## src/rtl/spram_pkg.sv

```systemverilog
// Shared constants and power-state type for the SPRAM behavioural model.
// Imported by spram_nibble_merge and sb_spram256ka_model.
package spram_pkg;

    localparam int SPRAM_ADDR_W  = 14;
    localparam int SPRAM_DATA_W  = 16;
    localparam int SPRAM_DEPTH   = 16384;
    localparam int SPRAM_NIBBLES = 4;

    typedef enum logic [1:0] {
        ACTIVE,
        STANDBY,
        SLEEP,
        OFF
    } pwr_state_e;

endpackage

```

## src/rtl/spram_nibble_merge.sv

```systemverilog
// Combinational nibble merge: each nibble of merged_word comes from new_word
// where mask bit is set, else from old_word. Ports: old_word, new_word, mask, merged_word.
module spram_nibble_merge
    import spram_pkg::*;
(
    input  logic [SPRAM_DATA_W-1:0]  old_word,
    input  logic [SPRAM_DATA_W-1:0]  new_word,
    input  logic [SPRAM_NIBBLES-1:0] mask,
    output logic [SPRAM_DATA_W-1:0]  merged_word
);

    always_comb begin
        merged_word = old_word;
        for (int n = 0; n < SPRAM_NIBBLES; n++) begin
            if (mask[n]) begin
                merged_word[4*n +: 4] = new_word[4*n +: 4];
            end
        end
    end

endmodule

```

## config.mk

```make
export PLATFORM = sky130hd
export DESIGN_NAME = spram_nibble_merge
export DESIGN_NICKNAME = d
export VERILOG_FILES = /design/src/rtl/spram_pkg.sv /design/src/rtl/spram_nibble_merge.sv
export SDC_FILE = /design/constraint.sdc
export NUM_CORES = 1
export LEC_CHECK = 0
export ABC_AREA = 1
export ABC_CLOCK_PERIOD_IN_PS = 800
export CORE_UTILIZATION = 14
export DETAILED_ROUTE_END_ITERATION = 10
export PLACE_DENSITY = 0.77
export SYNTH_ARGS = -nofsm -noshare
export SYNTH_HDL_FRONTEND = slang
export SYNTH_SLANG_ARGS = --single-unit
```

## constraint.sdc

```tcl
create_clock -name vclk -period 0.8
set_clock_uncertainty 0.2 [all_clocks]
set_input_delay 0.08 -clock vclk [all_inputs]
set_output_delay 0.08 -clock vclk [all_outputs]
set_load 0.05 [all_outputs]
```

# --- Yosys cells after proc, flatten, opt, wreduce, memory -nomap -nowiden ---
# Cells that the tools add are included.
totals:
  ff_bits: 0
  inputBits: 36
  out_inout_bits: 16
  word_cells: 4
classes:
  n_mux: 4
ops:
  columns: ["operator", "count"]
  rows:
  - ["2-to-1 mux 4 bit", 4]

# --- Longest topological paths before layout ---
logic_depth:
  ltp_word: 1
  depth_mapped: 3

# --- Worst setup path after synthesis ---
# Ideal clock, no wire load.
synth_timing:
  path_kind: "in2out"
  from: "input port mask[0]"
  to: "output port merged_word[0]"
  setup_slack_ns: 0.013
  arrival_time_ns: 0.507
  path_stages: 3
  path_buffers: 0
  cell_sequence: "inv_2 -> nand2_1 -> nand2_1"
synth_via:
  elab_chain_cells: 1
synth_rtl:
  columns: ["element", "line", "source"]
  rows:
  - ["start, declared", "spram_nibble_merge.sv:8", "input logic [SPRAM_NIBBLES-1:0] mask,"]
  - ["2-to-1 mux 4 bit", "spram_nibble_merge.sv:15", "if (mask[n]) begin"]
  - ["end, declared", "spram_nibble_merge.sv:9", "output logic [SPRAM_DATA_W-1:0] merged_word"]
# Every way passes these cells.

# --- Worst setup path after layout ---
layout_timing:
  from: "input port mask[0]"
  to: "output port merged_word[2]"
# The elaborated chain is that of the path after synthesis.

==> qor.csv <==
stage,metric,value,unit
routing,drt_iter0_markers,0,
critical_path,arrival,520,ps
final_layout,seq_cells,0,
floorplanning,die_h,39.3,um
routing,wl_per_cell,10.5,um
critical_path,start_kind,primary input,
final_layout,multi_input_area,323,um^2
timing,tightestPinTransition,103,ps
worst_hold_path,timing.hold.worst.class,in -> out,
final_layout,area_growth,388,%
floorplanning,dieArea,1550,um^2
place,gp_congestion,0.625,
logic_synthesis,yosysMostFrequentCell,nand2_1,
timing,finalCritPeriodShare,99.7,%
cts,post_cts_buffers,0,
routing,vias,501,
logic_synthesis,synth.area.top_cells,"nand2_1 (92%), inv_2 (7.7%)",
logic_synthesis,synth_cells,52,
floorplanning,start_util,15.0,%
timing,max_clock_freq,1250,MHz
logic_synthesis,synth.distinct_cells,2,
power_and_ir_drop,total_power,0.834,mW
final_layout,final_nets,142,
routing,avgViaCountPerCell,4.21,
global_routing,grt_antenna_before_repair,0,
final_layout,drive_gt1_share,84.6,%
timing,rsz0062_at_grt,yes,
critical_path,crit_fanout,5,
flow_run,drv_cap,0,
logic_synthesis,synth_nets,88,
final_layout,regArea,0,um^2
critical_path,critPathKind,in -> out,
logic_synthesis,seq_area_frac_synth,0,%
global_routing,gr-total-overflow,0,
critical_path,cp_data_required_time,520,ps
global_routing,grt_max_degree,6,
timing,finalHoldViolCount,0,
logic_synthesis,synth_top_area_cell,nand2_1,
critical_path,slowest_stage,buf_12,
timing,slew_headroom,93.1,%
final_layout,n_clock_buffer,0,
timing,min_period,797,ps
logic_synthesis,synth.avg_cell_area,3.75,um^2
timing,final_max_slew_viol_count,0,
logic_synthesis,yosys_warnings,0,
critical_path,cp_common_cell,nand2_2,
place,hpwl,961,um
routing,wl,1250,um
global_routing,grt_pass1_wl,1860,um
power_and_ir_drop,leakage,0.524,nW
timing,finalSetupViolations,0,
routing,route.detailed.drc,0,
place,io_buffer_count,52,
status,status,"finished, final reports clean",
final_layout,n_antenna_cell,0,
global_routing,track_usage,16.4,%
final_layout,fill_cells,112,
global_routing,first_global_vias,475,
floorplanning,die_width,39.3,um
power_and_ir_drop,cellPowerDensity,876,nW/um^2
power_and_ir_drop,ir_worst_vdd,0.000496,V
floorplanning,placementRows,13,
routing,postRouteAntennaNets,0,
critical_path,cp-end-kind,output port,
logic_synthesis,synthTopCellsByCount,"nand2_1 (48), inv_2 (4)",
floorplanning,core,1300,um^2
critical_path,max_stage_delay,140,ps
logic_synthesis,syn_area,195,um^2
timing,setup_tns,0,ps
routing,dr.pass1.iters,1,
floorplanning,ioPinCount,52,
critical_path,path_cells,buf_8 -> inv_8 -> nand2_2 -> nand2_2 -> buf_12,
logic_synthesis,synth_top_area_share,92.3,%
## logic make-up (layout without fill, tap and decap cells)
kind of cell / after synthesis / in the layout / synth area share [%]
buffers and inverters: 4 / 56 / 7.69
and+or+nand+nor: 48 / 48 / 92.3
## stage by stage
step / setup slack (ps) / area [um^2] / hold WS, ps / utilization (%) / instances
final: 2.70 / 952 / 283 / 73.2 / 119
after global routing: -13.8 / 952 / 302 / 73.2 / 119
after CTS: 0.00749 / 925 / 295 / 71.1 / 119
after detailed placement: -500 / 895 / 647 / 68.8 / 119
after global placement: -492 / 895 / 642 / 68.8 / 119
after floorplan: 13.4 / 195 / 278 / - / 52
## repair_timing
item / in CTS / in global routing
resized for setup: 154 / 34
gates cloned: 0 / 0
setup endpoints to repair: 16 / 16
pin swaps: 41 / 30
hold buffers: 0 / 0
## worst paths after layout
kind / slack (ps) / startpoint / endpoint / cells after the start
setup / recovery: 3 / mask[0] / merged_word[2] / 5
hold / removal: 280 / old_word[13] / merged_word[13] / 4
## layout make-up
cell class / instances / area share, %
Tap cell: 15 / 1.97
Timing Repair Buffer: 52 / 58.3
Inverter: 4 / 5.78
Multi-Input combinational cell: 48 / 33.9
## cells in the final DEF, fill, tap and decap left out
cell type / instances
nand2_2: 21
clkdlybuf4s15_1: 1
buf_8: 2
nand2_1: 15
inv_8: 2
nand2_4: 12
clkinv_8: 2
buf_12: 18
clkbuf_2: 13
buf_2: 18
## where the power goes
group	internal (mW)	switching, mW	leakage (nW)
Clock	0	0	0
Combinational	0.400	0.434	0.524
Sequential	0	0	0
## layer usage
metal	GRT usage [%]	routed length [um]	vias to the layer above
met5	0	0	-
met4	0	0	0
met3	2.27	103	0
met2	35.0	716	29
met1	17.3	425	212
li1	-	-	260
## critical path, delay by kind of cell
family                 cells  cell delay (ps)
buffers and inverters      3              310
and+or+nand+nor            2              130
No activity file was read; power rests on OpenSTA's default activity.
